===== config.mk =====
export PLATFORM = sky130hd
export DESIGN_NAME = dmem_arbiter
export DESIGN_NICKNAME = d
export VERILOG_FILES = /design/src/rtl/dmem_arbiter.sv
export SDC_FILE = /design/constraint.sdc
export NUM_CORES = 1
export LEC_CHECK = 0
export BUFFER_PORTS_ARGS = -buffer_cell sky130_fd_sc_hd__buf_2
export CAP_MARGIN = 10
export CORE_MARGIN = 10
export CORE_UTILIZATION = 46
export DETAILED_ROUTE_END_ITERATION = 10
export GPL_ROUTABILITY_DRIVEN = 1
export GPL_TIMING_DRIVEN = 1
export PLACE_DENSITY = 0.81
export SLEW_MARGIN = 20
export SYNTH_ARGS = -nofsm -noshare
export SYNTH_HDL_FRONTEND = slang
export SYNTH_SLANG_ARGS = --single-unit

===== constraint.sdc =====
create_clock -name clk -period 1.45 [get_ports clk]
set_input_delay 0.145 -clock clk [delete_from_list [all_inputs] [get_ports clk]]
set_output_delay 0.145 -clock clk [all_outputs]
set_load 0.005 [all_outputs]

===== src/rtl/dmem_arbiter.sv =====
// Two-port arbiter in front of a single-port data memory: round-robin grant, access checks,
// one memory access per grant. Define DMEM_ARB_FIXED_PRIO_EN for fixed port-0 priority.
module dmem_arbiter #(
    parameter int unsigned ADDR_WIDTH = 32,
    parameter int unsigned DATA_WIDTH = 32
) (
    input  logic                  clk,
    input  logic                  reset,
    input  logic                  req0,
    input  logic                  we0,
    input  logic [ADDR_WIDTH-1:0] addr0,
    input  logic [DATA_WIDTH-1:0] wdata0,
    input  logic [2:0]            funct30,
    output logic                  ack0,
    output logic                  err0,
    output logic [DATA_WIDTH-1:0] rdata0,
    input  logic                  req1,
    input  logic                  we1,
    input  logic [ADDR_WIDTH-1:0] addr1,
    input  logic [DATA_WIDTH-1:0] wdata1,
    input  logic [2:0]            funct31,
    output logic                  ack1,
    output logic                  err1,
    output logic [DATA_WIDTH-1:0] rdata1,
    output logic                  mem_wr_en,
    output logic [ADDR_WIDTH-1:0] mem_addr,
    output logic [DATA_WIDTH-1:0] mem_wr_data,
    output logic [2:0]            mem_funct3,
    input  logic [DATA_WIDTH-1:0] mem_rd_data
);

    typedef enum logic [1:0] {StIdle, StAccess, StResp} state_e;

    state_e                state_q, state_d;
    logic                  grant_q, grant_d;
    logic                  we_q, we_d;
    logic [ADDR_WIDTH-1:0] addr_q, addr_d;
    logic [DATA_WIDTH-1:0] wdata_q, wdata_d;
    logic [2:0]            funct3_q, funct3_d;
    logic                  err_q, err_d;
    logic [DATA_WIDTH-1:0] rdata0_q, rdata0_d;
    logic [DATA_WIDTH-1:0] rdata1_q, rdata1_d;
    logic                  win;
    logic [DATA_WIDTH-1:0] access_rdata;

`ifdef DMEM_ARB_FIXED_PRIO_EN
    assign win = ~req0;
`else
    logic last_grant_q, last_grant_d;
    // On a tie the port that did not win last time gets the grant.
    assign win = (req0 && req1) ? ~last_grant_q : req1;
`endif

    function automatic logic access_err(input logic we, input logic [2:0] f3,
                                        input logic [1:0] lsb);
        logic illegal;
        logic misaligned;
        case (f3)
            3'b000, 3'b001, 3'b010: illegal = 1'b0;
            3'b100, 3'b101:         illegal = we;
            default:                illegal = 1'b1;
        endcase
        misaligned = ((f3[1:0] == 2'b01) && lsb[0]) || ((f3[1:0] == 2'b10) && (lsb != 2'b00));
        return illegal || misaligned;
    endfunction

    assign access_rdata = (err_q || we_q) ? '0 : mem_rd_data;

    always_comb begin
        state_d  = state_q;
        grant_d  = grant_q;
        we_d     = we_q;
        addr_d   = addr_q;
        wdata_d  = wdata_q;
        funct3_d = funct3_q;
        err_d    = err_q;
        rdata0_d = rdata0_q;
        rdata1_d = rdata1_q;
`ifndef DMEM_ARB_FIXED_PRIO_EN
        last_grant_d = last_grant_q;
`endif
        unique case (state_q)
            StIdle: begin
                if (req0 || req1) begin
                    grant_d  = win;
`ifndef DMEM_ARB_FIXED_PRIO_EN
                    last_grant_d = win;
`endif
                    we_d     = win ? we1 : we0;
                    addr_d   = win ? addr1 : addr0;
                    wdata_d  = win ? wdata1 : wdata0;
                    funct3_d = win ? funct31 : funct30;
                    err_d    = win ? access_err(we1, funct31, addr1[1:0])
                                   : access_err(we0, funct30, addr0[1:0]);
                    state_d  = StAccess;
                end
            end
            StAccess: begin
                if (grant_q) begin
                    rdata1_d = access_rdata;
                end else begin
                    rdata0_d = access_rdata;
                end
                state_d = StResp;
            end
            StResp:  state_d = StIdle;
            default: state_d = StIdle;
        endcase
    end

    always_ff @(posedge clk) begin
        if (reset) begin
            state_q  <= StIdle;
            grant_q  <= 1'b0;
            we_q     <= 1'b0;
            addr_q   <= '0;
            wdata_q  <= '0;
            funct3_q <= 3'b000;
            err_q    <= 1'b0;
            rdata0_q <= '0;
            rdata1_q <= '0;
`ifndef DMEM_ARB_FIXED_PRIO_EN
            last_grant_q <= 1'b1;
`endif
        end else begin
            state_q  <= state_d;
            grant_q  <= grant_d;
            we_q     <= we_d;
            addr_q   <= addr_d;
            wdata_q  <= wdata_d;
            funct3_q <= funct3_d;
            err_q    <= err_d;
            rdata0_q <= rdata0_d;
            rdata1_q <= rdata1_d;
`ifndef DMEM_ARB_FIXED_PRIO_EN
            last_grant_q <= last_grant_d;
`endif
        end
    end

    assign ack0   = (state_q == StResp) && !grant_q;
    assign ack1   = (state_q == StResp) && grant_q;
    assign err0   = ack0 && err_q;
    assign err1   = ack1 && err_q;
    assign rdata0 = rdata0_q;
    assign rdata1 = rdata1_q;

    // Reset gates the strobe combinationally so an interrupted store never lands.
    assign mem_wr_en   = (state_q == StAccess) && we_q && !err_q && !reset;
    assign mem_addr    = addr_q;
    assign mem_wr_data = wdata_q;
    assign mem_funct3  = funct3_q;

endmodule


# Word level (Yosys, flattened, before mapping)
# Cells that the tools add are included.
word_totals:
  register_bits: 137
  in_bits: 172
  out_inout_bits: 136
classes:
  n_reduce_logical: 33
  eq_ne: 15
  mux: 15
  bitwise_logic: 2
ops:
  columns: ["op", "n"]
  rows:
  - ["$mux 32", 3]
  - ["$eq 3x3->1 const B", 4]
  - ["$logic_and 1x1->1", 12]
  - ["$mux 1", 7]
  - ["$eq 2x1->1 const B", 3]
  - ["$eq 2x2->1 const B", 3]
  - ["$eq 3x1->1 const B", 2]
  - ["$eq 3x2->1 const B", 2]
  - ["$logic_not 3->1", 2]
  - ["$logic_or 1x1->1", 6]
  - ["$reduce_and 2->1", 3]
  - ["$reduce_or 3->1", 2]
  - ["$pmux 1 s2", 2]
  - ["$pmux 2 s2", 1]
  - ["$reduce_bool 2->1", 2]
  - ["$reduce_or 2->1", 2]
  - ["$logic_not 1->1", 3]
  - ["$mux 3", 1]
  - ["$logic_not 2->1", 1]
  - ["$mux 2", 1]
  - ["$ne 2x2->1 const B", 1]
  - ["$not 1->1", 2]

# Logic depth before layout (Yosys ltp)
depth:
  word_depth: 7
  ltp_mapped: 6

# Worst setup path before layout
# No wires, ideal clock.
synth_path:
  path_type: "register to register"
  startpoint: "reg state_q[1]"
  endpoint: "reg err_q"
  setup_time_ns: 0.139
  path_slack_ns: 0.172
  path_stages_with_launch: 6
  path_buffers: 2
  synth_period_minus_slack_ns: 1.278
  arrival_ns: 1.139
  cell_sequence: "dfxtp_1 > nor2_2 > and2_4 > buf_6 > buf_6 > a311oi_2"
synth_between:
  elab_chain_len: 2
synth_rtl:
  columns: ["item", "line_no", "rtl"]
  rows:
  - ["start: declaration", "34", "state_e state_q, state_d;"]
  - ["start signal: assignment", "113", "state_q <= StIdle;"]
  - ["start signal: assignment", "126", "state_q <= state_d;"]
  - ["$logic_not 2->1", "82", "unique case (state_q)"]
  - ["$reduce_and 2->1 (no line)", null, null]
  - ["end signal: assignment", "132", "err_q <= err_d;"]
  - ["end: declaration", "40", "logic err_q, err_d;"]
# No other way between the ends.
# A chain may end at the register's enable or synchronous reset.

# Final worst setup path
layout_path:
  startpoint: "reg state_q[0]"
  endpoint: "out mem_wr_en"
layout_between:
  elab_chain_len: 4
layout_rtl:
  columns: ["item", "line_no", "rtl"]
  rows:
  - ["$eq 2x1->1", "149", "assign mem_wr_en = (state_q == StAccess) && we_q && !err_q && !reset;"]
  - ["$logic_and 1x1->1 (3 in a row)", "149", null]
  - ["end: declaration", "25", "output logic mem_wr_en,"]
# No other way between the ends.

==> metrics <==
outcome=complete, but fails checks; failing checks=setup timing; Final Skew=roughly 15 ps; TritonCTS clock tree=done; clock slew at reported path FFs=~60 ps; die area=18,200 sq um; Die Y=approximately 130 um; root buf cell=clkbuf_16; fmax=between 600 and 700 MHz; final total power=about 11 mW; Cell Area, Synth=approximately 6100 sq um; Net Sw Frac=between 20% and 30%; Initial Util=between 40 and 50%; HP Class=input port to register; Finish-stage setup viols=2; logic gate share of total power=between 20% and 30%; clk buf depth=2; CP Max Fanout=5; power share of the clock group=between 40 and 50%; period utilization=101%; core area=12,800 sq um; P_int=about 8.0 mW; I/O pins=a little over 300; Worst Path Required=~1300 ps; via/cell ratio=roughly 5.4; vias in the first global route=6,453; RSZ-0062 raised after global routing=yes; router iterations before antenna repair=6; yosys warns=0; DR WL/cell=roughly 19 um; Critical Path AT=between 1000 and 1500 ps; Synthesized Nets=around 800; R2R Path End=rdata0[18]$_SDFFE_PP0P_; worst flop-to-flop path startpoint=state_q[1]$_SDFFE_PP0P_; Buffers on Ports=roughly 300; DRT antenna net count=0; Mapped Cells=630; NumNets Final=around 1,100; Worst-Skew Late Latency=about 430 ps; Syn Area/Cell=9.64 sq um; Area Growth Syn to Fin=48.4%; final wirelength=21.8 mm; VDD IR max=between 0.6 and 0.7 mV; Overflow after GRT=0; switching power=between 3 and 4 mW; Final Hold Fails=0; kind of critical path=register to output port; crit-path cells=buf_6 -> nand2b_4 -> nor4b_4 -> buf_2; top_reg_cell synth=dfxtp_1; htree depth=4; first-pass GRT wire length=about 33 mm; Slew headroom=a little over 70%; # rows=41; register area share after synthesis=45.2%; Worst Reg-to-Reg Cells=5; DRC viols=0; Worst Setup SP=state_q[0]$_SDFFE_PP0P_; setup ws final=-21.7 ps; Crit. End Element=output port; Die W=~130 um; detailed placement HPWL=roughly 15 mm; slowest stage delay, CP=around 380 ps; vias after detailed routing=around 6,200; crit path buf inv count=2; most common cell after layout, fill and taps aside=buf_2; critical path depth=4; initial antenna violation count=1; R2R setup slack=~40 ps; crit path to=mem_wr_en; Min Hold Slack=approximately 84 ps; top-area cell type share of the netlist area=45.2%; slew of the pin with the lowest slew margin=between 400 and 500 ps; ys async rst share=0%; static leakage=3.99 nW; GP Congestion=between 0.8 and 0.9; PwrDens=roughly 1200 nW/um^2; most frequent cells in the layout=buf_2, a21oi_1, dfxtp_1; largest net degree at the start of global routing=73; total global-route track usage=22.7%; Max-Cap Viols=0; Worst path slowest cell=dfxtp_4; initial DRC count=approximately 350; max-slew violations=0; kind of cell adding the most delay to the critical path=flip-flops; Netlist cell types=33; Setup crit start kind=register; Seq cells post-synth=approximately 140; Num CTS Buffers=17; Reg power frac=between 30% and 40%; share of layout cells above drive strength 1=47.4%; Tmin final=1470 ps; Synth area leader=dfxtp_1; largest cells by area after synthesis=dfxtp_1, a211oi_2, mux2i_1, a21oi_1, nand3_1; # clock sinks=137; number of enable flip-flop cells after synthesis=0
[synthesized netlist by cell type (all sizes together), types with 2 or more instances]
| library cell | count |
|---|---|
| nand3 | 66 |
| clkbuf | 33 |
| mux2i | 68 |
| nor2 | 3 |
| inv | 2 |
| and3b | 2 |
| a21oi | 134 |
| buf | 33 |
| a211oi | 68 |
| and2 | 3 |
| nor3b | 2 |
| nand2 | 64 |
| dfxtp | 137 |
[metrics by stage]
stage	utilization (%)	cell area [sq um]	setup TNS [ps]	setup slack (ps)	instances
detailed placement	61.8	7890	0	77.8	1069
global route	70.5	9010	-183	-74.9	1147
finish	70.5	9010	-24.9	-21.7	1147
floorplan	-	6070	0	172	630
global placement	61.8	7890	0	115	1069
CTS	69.7	8900	-55.2	-39.5	1138
[worst min-delay path: cells and delay by family]
family          cells  cell delay [ps]
buf+inv             1              100
compound gates      1               80
mux                 1              140
[routing by layer]
layer / routed length (um) / vias to the layer above / part of all wire, % / track usage, %
met5: 0 / - / 0 / 0
met4: 858 / 0 / 3.9 / 11.4
met3: 1970 / 69 / 9.0 / 8.42
met2: 10900 / 298 / 50 / 38.7
met1: 8100 / 2906 / 37 / 23.9
li1: - / 2952 / - / -
[registers in the layout, indices dropped and copies added, names as in the netlist]
name	count
mem_wr_data	32
rdata0	32
err_q	1
grant_q	1
state_q	2
mem_addr	32
we_q	1
last_grant_q	1
mem_funct3	3
rdata1	32
[power groups by stage]
stage	combinational, mW	sequential, mW	clock, mW
floorplan	1.20	4.31	0
global placement	2.10	4.29	0
detailed placement	2.12	4.30	0
CTS	2.24	4.23	4.54
global route	2.46	4.27	4.75
finish	2.28	4.23	4.51
[worst min path at each step]
stage	depth (start not counted)	endpoint	slack [ps]	start
2_1_floorplan	2	rdata0[0]$_SDFFE_PP0P_	290	mem_rd_data[0]
3_3_place_gp	2	mem_wr_data[5]$_SDFFE_PP0P_	380	reset
3_5_place_dp	2	mem_wr_data[5]$_SDFFE_PP0P_	380	reset
4_1_cts	3	mem_addr[26]$_SDFFE_PP0P_	80	addr0[26]
5_1_grt	3	mem_addr[24]$_SDFFE_PP0P_	100	addr0[24]
6_report	3	mem_wr_data[2]$_SDFFE_PP0P_	80	wdata0[2]
[kinds of logic (layout without fill, tap and decap cells)]
group / Yosys count / count (layout) / share of synthesized area (%)
DFF: 137 / 137 / 45.2
muxes: 68 / 68 / 11.2
and+or+nand+nor: 149 / 149 / 11.6
AOI/OAI and AO/OA: 208 / 208 / 26.1
buffers and inverters: 68 / 412 / 5.85
other: 0 / 1 / 0
[area by class of cell]
type                    instances  area, sq um
flip-flops and latches        137         2750
well taps                     172          215
inverters                       2         7.51
fillers                       960         3760
clock inverters                12          175
clock buffers                  20          437
multi-input cells             425         3050
repair buffers                378         2370
diodes                          1         2.50
[timing repair]
| action | CTS | global route |
|---|---|---|
| hold buffers | 33 | 0 |
| pin swaps | 1 | 2 |
| setup buffers | 4 | 7 |
| gates cloned | 0 | 1 |
| resized for setup | 10 | 7 |
| endpoints found under the hold margin | 64 | 0 |
| setup endpoints to repair | 5 | 54 |
No activity file was read; power rests on OpenSTA's default activity.
